<file path="src/rtl/cv32e40p_pkg.sv">
// cv32e40p_pkg: shared types and sizing for the register-file write port arbiter
package cv32e40p_pkg;
   localparam int RF_ADDR_WIDTH = 6;
   localparam int RF_DATA_WIDTH = 32;
   localparam int RF_WBUF_DEPTH = 2;
   typedef struct packed {logic live; logic [5:0] waddr; logic [31:0] wdata;} rf_wreq_t;
endpackage

</file>
<file path="src/rtl/cv32e40p_rf_wport_arbiter_if.sv">
// cv32e40p_rf_wport_arbiter_if: ALU, LSU, register-file and bypass signals of the write port arbiter
interface cv32e40p_rf_wport_arbiter_if
   import cv32e40p_pkg::*;
#(
   parameter int ADDR_WIDTH = RF_ADDR_WIDTH,
   parameter int DATA_WIDTH = RF_DATA_WIDTH,
   parameter int BUF_DEPTH  = RF_WBUF_DEPTH
) ();
   localparam int CNT_WIDTH = $clog2(BUF_DEPTH + 1);
   logic                  alu_we_i;
   logic [ADDR_WIDTH-1:0] alu_waddr_i;
   logic [DATA_WIDTH-1:0] alu_wdata_i;
   logic                  wb_we_i;
   logic [ADDR_WIDTH-1:0] wb_waddr_i;
   logic [DATA_WIDTH-1:0] wb_wdata_i;
   logic                  wb_ready_o;
   logic                  rf_we_o;
   logic [ADDR_WIDTH-1:0] rf_waddr_o;
   logic [DATA_WIDTH-1:0] rf_wdata_o;
   logic [ADDR_WIDTH-1:0] raddr_a_i;
   logic [ADDR_WIDTH-1:0] raddr_b_i;
   logic                  fwd_hit_a_o;
   logic                  fwd_hit_b_o;
   logic [DATA_WIDTH-1:0] fwd_data_a_o;
   logic [DATA_WIDTH-1:0] fwd_data_b_o;
   logic [CNT_WIDTH-1:0]  pend_cnt_o;
   modport master (
      output alu_we_i, alu_waddr_i, alu_wdata_i, wb_we_i, wb_waddr_i, wb_wdata_i, raddr_a_i, raddr_b_i,
      input  wb_ready_o, rf_we_o, rf_waddr_o, rf_wdata_o, fwd_hit_a_o, fwd_hit_b_o, fwd_data_a_o, fwd_data_b_o, pend_cnt_o
   );
   modport slave (
      input  alu_we_i, alu_waddr_i, alu_wdata_i, wb_we_i, wb_waddr_i, wb_wdata_i, raddr_a_i, raddr_b_i,
      output wb_ready_o, rf_we_o, rf_waddr_o, rf_wdata_o, fwd_hit_a_o, fwd_hit_b_o, fwd_data_a_o, fwd_data_b_o, pend_cnt_o
   );
endinterface

</file>
<file path="src/rtl/cv32e40p_rf_wbuf.sv">
// cv32e40p_rf_wbuf: ordered park buffer for LSU writes with kill and youngest-match lookup
module cv32e40p_rf_wbuf
   import cv32e40p_pkg::*;
#(
   parameter int ADDR_WIDTH = RF_ADDR_WIDTH,
   parameter int DATA_WIDTH = RF_DATA_WIDTH,
   parameter int DEPTH      = RF_WBUF_DEPTH,
   localparam int CW        = $clog2(DEPTH + 1),
   localparam int PW        = (DEPTH > 1) ? $clog2(DEPTH) : 1
) (
   input  logic                  clk,
   input  logic                  rst_n,
   input  logic                  push,
   input  logic                  push_live,
   input  logic [ADDR_WIDTH-1:0] push_addr,
   input  logic [DATA_WIDTH-1:0] push_data,
   input  logic                  pop,
   input  logic                  kill,
   input  logic [ADDR_WIDTH-1:0] kill_addr,
   output logic                  head_live,
   output logic [ADDR_WIDTH-1:0] head_addr,
   output logic [DATA_WIDTH-1:0] head_data,
   output logic [CW-1:0]         cnt,
   input  logic [ADDR_WIDTH-1:0] raddr_a,
   input  logic [ADDR_WIDTH-1:0] raddr_b,
   output logic                  hit_a,
   output logic                  hit_b,
   output logic [DATA_WIDTH-1:0] data_a,
   output logic [DATA_WIDTH-1:0] data_b
);
   logic                  live_q [DEPTH];
   logic [ADDR_WIDTH-1:0] addr_q [DEPTH];
   logic [DATA_WIDTH-1:0] data_q [DEPTH];
   logic [PW-1:0]         hd_q, tl_q;
   logic [CW-1:0]         cnt_q;

   function automatic logic [PW-1:0] nxt(input logic [PW-1:0] p);
      return (int'(p) == DEPTH - 1) ? '0 : p + 1'b1;
   endfunction

   assign head_live = live_q[hd_q];
   assign head_addr = addr_q[hd_q];
   assign head_data = data_q[hd_q];
   assign cnt       = cnt_q;

   // kill matching entries on an ALU write, then enqueue at tail and advance head on pop
   always_ff @(posedge clk) begin
      if (!rst_n) begin
         hd_q  <= '0;
         tl_q  <= '0;
         cnt_q <= '0;
         for (int k = 0; k < DEPTH; k++) live_q[k] <= 1'b0;
      end else begin
         for (int k = 0; k < DEPTH; k++) if (kill && addr_q[k] == kill_addr) live_q[k] <= 1'b0;
         if (push) begin
            live_q[tl_q] <= push_live;
            addr_q[tl_q] <= push_addr;
            data_q[tl_q] <= push_data;
            tl_q         <= nxt(tl_q);
         end
         if (pop) hd_q <= nxt(hd_q);
         cnt_q <= cnt_q + CW'(push) - CW'(pop);
      end
   end

   // walk occupied entries head to tail so the youngest live match wins
   always_comb begin
      logic [PW-1:0] j;
      hit_a  = 1'b0;
      hit_b  = 1'b0;
      data_a = '0;
      data_b = '0;
      j      = '0;
      for (int i = 0; i < DEPTH; i++) begin
         j = PW'((int'(hd_q) + i) % DEPTH);
         if (i < int'(cnt_q) && live_q[j] && raddr_a != '0 && addr_q[j] == raddr_a) begin
            hit_a  = 1'b1;
            data_a = data_q[j];
         end
         if (i < int'(cnt_q) && live_q[j] && raddr_b != '0 && addr_q[j] == raddr_b) begin
            hit_b  = 1'b1;
            data_b = data_q[j];
         end
      end
   end
endmodule

</file>
<file path="src/rtl/cv32e40p_rf_wport_arbiter.sv">
// cv32e40p_rf_wport_arbiter: shares the register-file write port between ALU and LSU, ALU first
module cv32e40p_rf_wport_arbiter
   import cv32e40p_pkg::*;
#(
   parameter int ADDR_WIDTH = RF_ADDR_WIDTH,
   parameter int DATA_WIDTH = RF_DATA_WIDTH,
   parameter int BUF_DEPTH  = RF_WBUF_DEPTH
) (
   input logic                          clk,
   input logic                          rst_n,
   cv32e40p_rf_wport_arbiter_if.slave   bus
);
   localparam int CW = $clog2(BUF_DEPTH + 1);
   logic                  head_live, ready, accept, direct, drop, push, pop, out_we;
   logic [ADDR_WIDTH-1:0] head_addr, out_addr;
   logic [DATA_WIDTH-1:0] head_data, out_data;
   logic [CW-1:0]         cnt;

   assign ready  = int'(cnt) < BUF_DEPTH;
   assign accept = bus.wb_we_i && ready;
   assign pop    = !bus.alu_we_i && cnt != '0;
   assign direct = !bus.alu_we_i && cnt == '0 && accept;
   assign drop   = bus.alu_we_i && bus.wb_waddr_i == bus.alu_waddr_i;
   assign push   = accept && !direct && !drop;

   cv32e40p_rf_wbuf #(
      .ADDR_WIDTH(ADDR_WIDTH),
      .DATA_WIDTH(DATA_WIDTH),
      .DEPTH     (BUF_DEPTH)
   ) u_wbuf (
      .clk      (clk),
      .rst_n    (rst_n),
      .push     (push),
      .push_live(bus.wb_waddr_i != '0),
      .push_addr(bus.wb_waddr_i),
      .push_data(bus.wb_wdata_i),
      .pop      (pop),
      .kill     (bus.alu_we_i),
      .kill_addr(bus.alu_waddr_i),
      .head_live(head_live),
      .head_addr(head_addr),
      .head_data(head_data),
      .cnt      (cnt),
      .raddr_a  (bus.raddr_a_i),
      .raddr_b  (bus.raddr_b_i),
      .hit_a    (bus.fwd_hit_a_o),
      .hit_b    (bus.fwd_hit_b_o),
      .data_a   (bus.fwd_data_a_o),
      .data_b   (bus.fwd_data_b_o)
   );

   // priority mux: ALU, then buffer head, then direct LSU; x0 and killed writes never enable the port
   always_comb begin
      out_we   = bus.alu_we_i ? bus.alu_waddr_i != '0 : pop ? head_live : direct && bus.wb_waddr_i != '0;
      out_addr = bus.alu_we_i ? bus.alu_waddr_i : pop ? head_addr : bus.wb_waddr_i;
      out_data = bus.alu_we_i ? bus.alu_wdata_i : pop ? head_data : bus.wb_wdata_i;
   end

   assign bus.wb_ready_o = ready;
   assign bus.pend_cnt_o = cnt;
   assign bus.rf_we_o    = out_we;
   assign bus.rf_waddr_o = out_we ? out_addr : '0;
   assign bus.rf_wdata_o = out_we ? out_data : '0;
endmodule

</file>
<file path="src/flat_wrapper.sv">
// flat-port wrapper written by rule: the top's interface ports become plain ports
module cv32e40p_rf_wport_arbiter_flat import cv32e40p_pkg::*;
#(
   parameter int ADDR_WIDTH = RF_ADDR_WIDTH,
   parameter int DATA_WIDTH = RF_DATA_WIDTH,
   parameter int BUF_DEPTH  = RF_WBUF_DEPTH
)
  (clk, rst_n, bus_alu_we_i, bus_alu_waddr_i, bus_alu_wdata_i, bus_wb_we_i, bus_wb_waddr_i, bus_wb_wdata_i, bus_raddr_a_i, bus_raddr_b_i, bus_wb_ready_o, bus_rf_we_o, bus_rf_waddr_o, bus_rf_wdata_o, bus_fwd_hit_a_o, bus_fwd_hit_b_o, bus_fwd_data_a_o, bus_fwd_data_b_o, bus_pend_cnt_o);
  cv32e40p_rf_wport_arbiter_if #(.ADDR_WIDTH(ADDR_WIDTH), .DATA_WIDTH(DATA_WIDTH), .BUF_DEPTH(BUF_DEPTH)) bus_i ();
  input logic clk;
  input logic rst_n;
  input wire logic [$bits(bus_i.alu_we_i)-1:0] bus_alu_we_i;
  input wire logic [$bits(bus_i.alu_waddr_i)-1:0] bus_alu_waddr_i;
  input wire logic [$bits(bus_i.alu_wdata_i)-1:0] bus_alu_wdata_i;
  input wire logic [$bits(bus_i.wb_we_i)-1:0] bus_wb_we_i;
  input wire logic [$bits(bus_i.wb_waddr_i)-1:0] bus_wb_waddr_i;
  input wire logic [$bits(bus_i.wb_wdata_i)-1:0] bus_wb_wdata_i;
  input wire logic [$bits(bus_i.raddr_a_i)-1:0] bus_raddr_a_i;
  input wire logic [$bits(bus_i.raddr_b_i)-1:0] bus_raddr_b_i;
  output wire logic [$bits(bus_i.wb_ready_o)-1:0] bus_wb_ready_o;
  output wire logic [$bits(bus_i.rf_we_o)-1:0] bus_rf_we_o;
  output wire logic [$bits(bus_i.rf_waddr_o)-1:0] bus_rf_waddr_o;
  output wire logic [$bits(bus_i.rf_wdata_o)-1:0] bus_rf_wdata_o;
  output wire logic [$bits(bus_i.fwd_hit_a_o)-1:0] bus_fwd_hit_a_o;
  output wire logic [$bits(bus_i.fwd_hit_b_o)-1:0] bus_fwd_hit_b_o;
  output wire logic [$bits(bus_i.fwd_data_a_o)-1:0] bus_fwd_data_a_o;
  output wire logic [$bits(bus_i.fwd_data_b_o)-1:0] bus_fwd_data_b_o;
  output wire logic [$bits(bus_i.pend_cnt_o)-1:0] bus_pend_cnt_o;
  assign bus_i.alu_we_i = bus_alu_we_i;
  assign bus_i.alu_waddr_i = bus_alu_waddr_i;
  assign bus_i.alu_wdata_i = bus_alu_wdata_i;
  assign bus_i.wb_we_i = bus_wb_we_i;
  assign bus_i.wb_waddr_i = bus_wb_waddr_i;
  assign bus_i.wb_wdata_i = bus_wb_wdata_i;
  assign bus_i.raddr_a_i = bus_raddr_a_i;
  assign bus_i.raddr_b_i = bus_raddr_b_i;
  assign bus_wb_ready_o = bus_i.wb_ready_o;
  assign bus_rf_we_o = bus_i.rf_we_o;
  assign bus_rf_waddr_o = bus_i.rf_waddr_o;
  assign bus_rf_wdata_o = bus_i.rf_wdata_o;
  assign bus_fwd_hit_a_o = bus_i.fwd_hit_a_o;
  assign bus_fwd_hit_b_o = bus_i.fwd_hit_b_o;
  assign bus_fwd_data_a_o = bus_i.fwd_data_a_o;
  assign bus_fwd_data_b_o = bus_i.fwd_data_b_o;
  assign bus_pend_cnt_o = bus_i.pend_cnt_o;
  cv32e40p_rf_wport_arbiter #(.ADDR_WIDTH(ADDR_WIDTH), .DATA_WIDTH(DATA_WIDTH), .BUF_DEPTH(BUF_DEPTH)) u_core (.clk(clk), .rst_n(rst_n), .bus(bus_i));
endmodule
</file>
<file path="config.mk">
export PLATFORM = sky130hd
export DESIGN_NAME = cv32e40p_rf_wport_arbiter_flat
export DESIGN_NICKNAME = d
export VERILOG_FILES = /design/src/rtl/cv32e40p_pkg.sv /design/src/rtl/cv32e40p_rf_wport_arbiter_if.sv /design/src/rtl/cv32e40p_rf_wbuf.sv /design/src/rtl/cv32e40p_rf_wport_arbiter.sv /design/src/flat_wrapper.sv
export SDC_FILE = /design/constraint.sdc
export NUM_CORES = 1
export LEC_CHECK = 0
export BUFFER_PORTS_ARGS = -buffer_cell sky130_fd_sc_hd__buf_4
export CAP_MARGIN = 0
export CORE_MARGIN = 5
export CORE_UTILIZATION = 47
export DETAILED_ROUTE_END_ITERATION = 6
export PLACE_DENSITY = 0.78
export SLEW_MARGIN = 20
export SYNTH_ARGS = -nofsm -noshare
export SYNTH_HDL_FRONTEND = slang
export SYNTH_SLANG_ARGS = --single-unit
</file>
<file path="constraint.sdc">
create_clock -name clk -period 5.4 [get_ports clk]
set_input_delay 1.62 -clock clk [delete_from_list [all_inputs] [get_ports clk]]
set_output_delay 1.62 -clock clk [all_outputs]
set_load 0.02 [all_outputs]
</file>
* After elaboration in Yosys (flattened, before gate mapping)
Memories as Yosys holds them, arrays and structs flattened. A register that Yosys moved wholly into a read port is not among the register bits.
Cells that the tools add are included.
** Word-level totals
- Input bits :: 92
- Memories :: 3
- Logic and storage cells :: 88
- Bits in writable memories :: 78
- Flip-flop bits (word level) :: 4
** Memory list
- u_core.u_wbuf.data_q :: depth 2, bits a word 32, rd ports 2, clocked after Yosys merged registers in 1, wr ports 1, RTL line cv32e40p_rf_wbuf.sv:33 : logic [DATA_WIDTH-1:0] data_q [DEPTH];
- u_core.u_wbuf.addr_q :: depth 2, bits a word 6, rd ports 4, clocked after Yosys merged registers in 1, wr ports 1, RTL line cv32e40p_rf_wbuf.sv:32 : logic [ADDR_WIDTH-1:0] addr_q [DEPTH];
- u_core.u_wbuf.live_q :: depth 2, bits a word 1, rd ports 2, clocked after Yosys merged registers in 1, wr ports 3, RTL line cv32e40p_rf_wbuf.sv:31 : logic live_q [DEPTH];
** Cells by class
- Order comparisons :: 3
- Mux-type cells :: 36
- Reductions and logical operators :: 29
- Equal/unequal tests :: 7
- Bitwise operators :: 2
- $add $sub $neg :: 5
** Operator list (count)
- 32-bit two-way mux :: 7
- 6-bit equality test :: 7
- 1-bit two-way mux :: 26
- 6-bit nonzero test :: 4
- 1-bit logical AND :: 20
- 6-bit two-way mux :: 3
- 1-bit by 2-bit less-than comparator with 1-bit output, first input constant :: 2
- 1-bit adder, second input constant :: 3
- 1-bit logical NOT :: 3
- 2-bit by 1-bit adder with 2-bit output :: 1
- 2-bit logical NOT :: 1
- 2-bit less-than comparator, second input constant :: 1
- 1-bit bitwise OR :: 2
- 2-bit nonzero test :: 1
- 2-bit by 1-bit subtractor with 2-bit output :: 1

* Logic depth before layout (Yosys ltp)
- Depth after elaboration :: 9
- Depth in mapped cells :: 10
- Mapped depth without buffers :: 9

* Hierarchy
From an unflattened synthesis, not the netlist that was laid out.
** Unflattened totals
- Cell total of the unflattened synthesis :: 677
- Area, all modules :: 6622.6 µm²
** Modules (own cells, without submodules)
- cv32e40p_rf_wbuf :: times used 1, cells an instance 524, area an instance 5393.9 µm²
- cv32e40p_rf_wport_arbiter :: times used 1, cells an instance 153, area an instance 1228.7 µm²

* Worst setup path before layout
Ideal clock, no wire load.
- Kind :: input-to-reg
- Start point :: input bus_alu_waddr_i[2]
- End point :: memory u_core.u_wbuf.addr_q[0][0] (netlist name) (enable)
- Arrival :: 4944 ps
- Cell stages on the path :: 5
- Path slack :: -27 ps
- Path through :: clkbuf_1 -> xnor2_1 -> nand3_1 -> o2111ai_1 -> nor3_1
** Between the ends
- Word-level cells in the longest chain between the ends :: 7
** RTL lines
- start: declaration :: RTL line flat_wrapper.sv:13 : input wire logic [$bits(bus_i.alu_waddr_i)-1:0] bus_alu_waddr_i;
- 6-bit equality test :: RTL line cv32e40p_rf_wport_arbiter.sv:23 : assign drop = bus.alu_we_i && bus.wb_waddr_i == bus.alu_waddr_i;
- 1-bit logical AND :: RTL line cv32e40p_rf_wport_arbiter.sv:23
- 1-bit logical NOT :: RTL line cv32e40p_rf_wport_arbiter.sv:24 : assign push = accept && !direct && !drop;
- 1-bit logical AND :: RTL line cv32e40p_rf_wport_arbiter.sv:24
- 1-bit two-way mux :: RTL line cv32e40p_rf_wbuf.sv:55 : if (push) begin
- 1-bit two-way mux :: RTL line cv32e40p_rf_wbuf.sv:48 : if (!rst_n) begin
- 1-bit two-way mux (implied by the code) :: RTL line cv32e40p_rf_wbuf.sv:57 : addr_q[tl_q] <= push_addr;
- end: declaration :: RTL line cv32e40p_rf_wbuf.sv:32
Every way passes these cells.

* Worst setup path in the final report
- Start point :: input bus_raddr_a_i[0]
- End point :: output bus_fwd_data_a_o[30]
** Between the ends
- Word-level cells in the longest chain between the ends :: 5
** RTL lines
- start: declaration :: RTL line flat_wrapper.sv:18 : input wire logic [$bits(bus_i.raddr_a_i)-1:0] bus_raddr_a_i;
- 6-bit nonzero test :: RTL line cv32e40p_rf_wbuf.sv:76 : if (i < int'(cnt_q) && live_q[j] && raddr_a != '0 && addr_q[j] == raddr_a) begin
- 1-bit logical AND (2 in a row) :: RTL line cv32e40p_rf_wbuf.sv:76
- 32-bit two-way mux :: RTL line cv32e40p_rf_wbuf.sv:76
- 32-bit two-way mux (*) :: RTL line cv32e40p_rf_wbuf.sv:76
- end: declaration :: RTL line flat_wrapper.sv:26 : output wire logic [$bits(bus_i.fwd_data_a_o)-1:0] bus_fwd_data_a_o;
Mark *: on every way between the ends. The rest lies on a longest branch, timed or not.

==> results.py <==
metrics = {
    "run_status": {
        "status": "complete, no violations",
    },
    "logic_synthesis": {
        "synthCells": 651,
        "synth_seq_cells": 83,
        "ys_types": 52,
        "synthTopCellsByArea": "edfxtp_1, xnor2_1, nor2_1, nand3_1, a221oi_1",
        "yosysTopAreaCellShare_pct": 39.1,
        "synth_area_sq_mm": 0.00598,
        "yosysSeqAreaShare_pct": 40.8,
        "yosys.area.top_type": "edfxtp_1",
        "yosys_warnings": 0,
        "avgSynthCellArea_sq_um": 9.19,
        "synth_nets": 745,
    },
    "job": {
        "max_cap_violations": 0,
    },
    "critical_path": {
        "crit_end": "bus_fwd_data_a_o[30]",
        "crit_path_end_kind": "primary output",
        "cp_max_fo": 12,
        "worstPathArrival_ps": 3700,
        "required_ps": 3780,
        "reg2regPathDepth": 9,
        "rrSetupSlack_ps": 2910,
        "timing.rr.start": "u_core.u_wbuf.cnt[1]",
        "setup.worst_path.start": "bus_raddr_a_i[0]",
        "path_class": "in -> out",
        "cp-start-kind": "input pin",
        "regToRegEndpoint": "u_core.u_wbuf.cnt[1]",
    },
    "global_route": {
        "overflow": 0,
        "grt_pass1_vias": 6383,
        "grt_util_all_layers_pct": 27.7,
        "grt_antenna_before_repair": 0,
        "grt_pass1_wl_mm": 32.9,
        "grt_max_degree": 75,
    },
    "clock_tree": {
        "clock_sinks": 83,
        "tritoncts": "done",
        "cts_buffers": 9,
        "clock_latency_ps": 330,
        "root_buffer": "clkbuf_16",
        "cts-htree-levels": 3,
        "clkTransAtPathRegs_ps": 60,
        "clock_path_buffers": 2,
    },
    "power": {
        "p_total_uw": 2640,
        "p_leak_uw": 0.00311,
        "powerDensity_mw_per_mm2": 326,
        "peakVddDrop_mv": 0.198,
    },
    "finish": {
        "instances_no_fill": 1012,
        "drive_gt1_share_pct": 32.5,
        "final_area_sq_mm": 0.00811,
        "area_delta_synth_final_pct": 35.6,
        "nets": 929,
        "antennaDiodeCount": 0,
        "fillers": 993,
    },
    "place": {
        "port_buffers": 199,
        "place_congestion": 0.915,
        "place_inst": 995,
        "place_area_sq_mm": 0.00772,
        "dp_hpwl_mm": 15.5,
    },
    "drt": {
        "drt-pass1-iter-count": 6,
        "viasPerCell": 6.26,
        "postRouteWirelength_mm": 21.7,
        "ant_nets": 0,
        "drc_errors": 0,
        "routedWlPerCell_microns": 21.4,
        "route.vias.total": 6335,
        "first_iter_violations": 794,
    },
    "timing": {
        "rsz0062_at_grt": "no",
        "fin_crit_sh_pct": 98.6,
        "finalSetupViolCount": 0,
        "slew_headroom_pct": 45.4,
        "fmax_ghz": 0.188,
        "fin_skew_ps": 7.42,
        "final.setup.tns_ps": 0,
        "hold_violations": 0,
        "layout_min_cycle_time_ps": 5320,
        "slew_violations": 0,
        "worst_pin_slew_ps": 819,
    },
    "die": {
        "start_util_pct": 47.6,
        "die_h_microns": 123,
        "die_width_microns": 123,
        "rows": 41,
        "ios": 200,
        "core_area_sq_mm": 0.0126,
        "die_area_sq_mm": 0.0151,
    },
    "hold_path": {
        "hp-class": "reg -> reg",
    },
}
-- cells by family after synthesis --
| logic type | Yosys count | share of synthesized area [%] |
|---|---|---|
| xor+xnor | 46 | 6.73 |
| compound gates | 161 | 21.1 |
| fa+ha+maj | 2 | 0.418 |
| flops | 83 | 40.8 |
| mux | 24 | 4.81 |
| simple gates | 256 | 20.8 |
| buf+inv | 79 | 5.33 |
-- placed cells by master (no fill, tap or decap), types with 6 or more instances in the layout --
master     Yosys  layout
clkbuf_16      0       9
a21o_1         6       6
nor2b_1       35      35
mux2_2         8       7
mux2i_1       11      11
o2bb2ai_1     12      12
buf_4          1     229
edfxtp_1      78      78
a21oi_1       25      25
o211ai_1      27      27
nand2_1       36      36
o21ai_0       10      10
a221oi_1      31      31
nand3_1       62      62
and2_1        12      12
xnor2_1       39      39
o2111ai_1     12      12
inv_1         20      20
xor2_1         7       7
nor2_1        84      82
a22o_1        17      17
a222oi_1       6       6
-- worst min path at each step --
stage | to | slack, ps | from | depth (start not counted)
5_1_grt | u_core.u_wbuf.live_q[0] | 710 | u_core.u_wbuf.tl_q | 1
2_1_floorplan | u_core.u_wbuf.tl_q | 550 | u_core.u_wbuf.tl_q | 3
6_report | u_core.u_wbuf.tl_q | 690 | u_core.u_wbuf.tl_q | 3
4_1_cts | u_core.u_wbuf.live_q[0] | 670 | u_core.u_wbuf.tl_q | 1
3_3_place_gp | u_core.u_wbuf.tl_q | 620 | u_core.u_wbuf.tl_q | 3
3_5_place_dp | u_core.u_wbuf.live_q[0] | 650 | u_core.u_wbuf.tl_q | 1
-- through the flow --
step / setup WS (ps) / utilization [%] / hold WS (ps)
floorplan: -26.6 / - / 554
CTS: 20.3 / 64.3 / 673
global placement: -34.3 / 61.4 / 619
detailed placement: -67.0 / 61.4 / 653
global route: 25.9 / 64.5 / 707
finish: 77.9 / 64.5 / 689
-- critical path, stage by stage --
cell,delay [ps]
buf_4,110
or4_1,560
o311ai_1,340
nor2_1,100
nand4b_1,170
mux2_4,430
o2bb2ai_1,190
buf_4,170
-- cells in the mapped netlist (all sizes together) --
cell type and count:
a2111oi 2, a211o 1, a211oi 1, a21o 6, a21oi 25, a221oi 31, a222oi 6, a22o 17
a311oi 1, a31o 1, and2 12, and3 2, and4 1, buf 11, clkbuf 47, clkinv 1
dfxtp 5, edfxtp 78, ha 2, inv 20, mux2 9, mux2i 15, nand2 37, nand2b 1
nand3 62, nand4 5, nand4b 1, nor2 84, nor2b 35, nor3 6, nor3b 1, nor4 6
o2111ai 12, o211ai 27, o21ai 10, o221ai 2, o2bb2ai 12, o311ai 7, or2 2, or4 1
xnor2 39, xor2 7
-- routing by layer --
layer | part of all wire, % | vias up | track usage [%] | wire [microns]
li1 | - | 2820 | - | -
met1 | 38 | 3025 | 33.9 | 8190
met2 | 50 | 419 | 47.9 | 10800
met3 | 9.0 | 71 | 4.10 | 1940
met4 | 3.4 | 0 | 13.0 | 736
met5 | 0 | - | 0 | 0
-- final cells by class --
cell class	instances	area [sq um]	share of cell area, %
multi-input combinational	489	3270	40.3
sequential	83	2450	30.2
timing repair buffer	231	1760	21.7
tap	172	215	2.65
inverter	21	78.8	0.972
clock inverter	4	97.6	1.20
clock buffer	12	246	3.04
-- power breakdown --
| part | total, uW | internal (uW) | switching [uW] |
|---|---|---|---|
| registers | 852 | 772 | 80.2 |
| clock network | 707 | 465 | 242 |
| logic | 1090 | 413 | 672 |
-- registers in the layout (all words and copies together), names as in the netlist, named ones only --
register / count
u_core.u_wbuf.addr_q: 12
u_core.u_wbuf.cnt: 2
u_core.u_wbuf.data_q: 64
u_core.u_wbuf.hd_q: 1
u_core.u_wbuf.live_q: 2
u_core.u_wbuf.tl_q: 1
-- what timing repair did --
item / 4_1_cts / 5_1_grt
setup endpoints to repair: 26 / 15
hold buffers: 0 / 0
endpoints found under the hold margin: 0 / 0
buffers inserted: 1 / 0
gates resized for setup: 1 / 5
(Power assumes the default switching activity.)
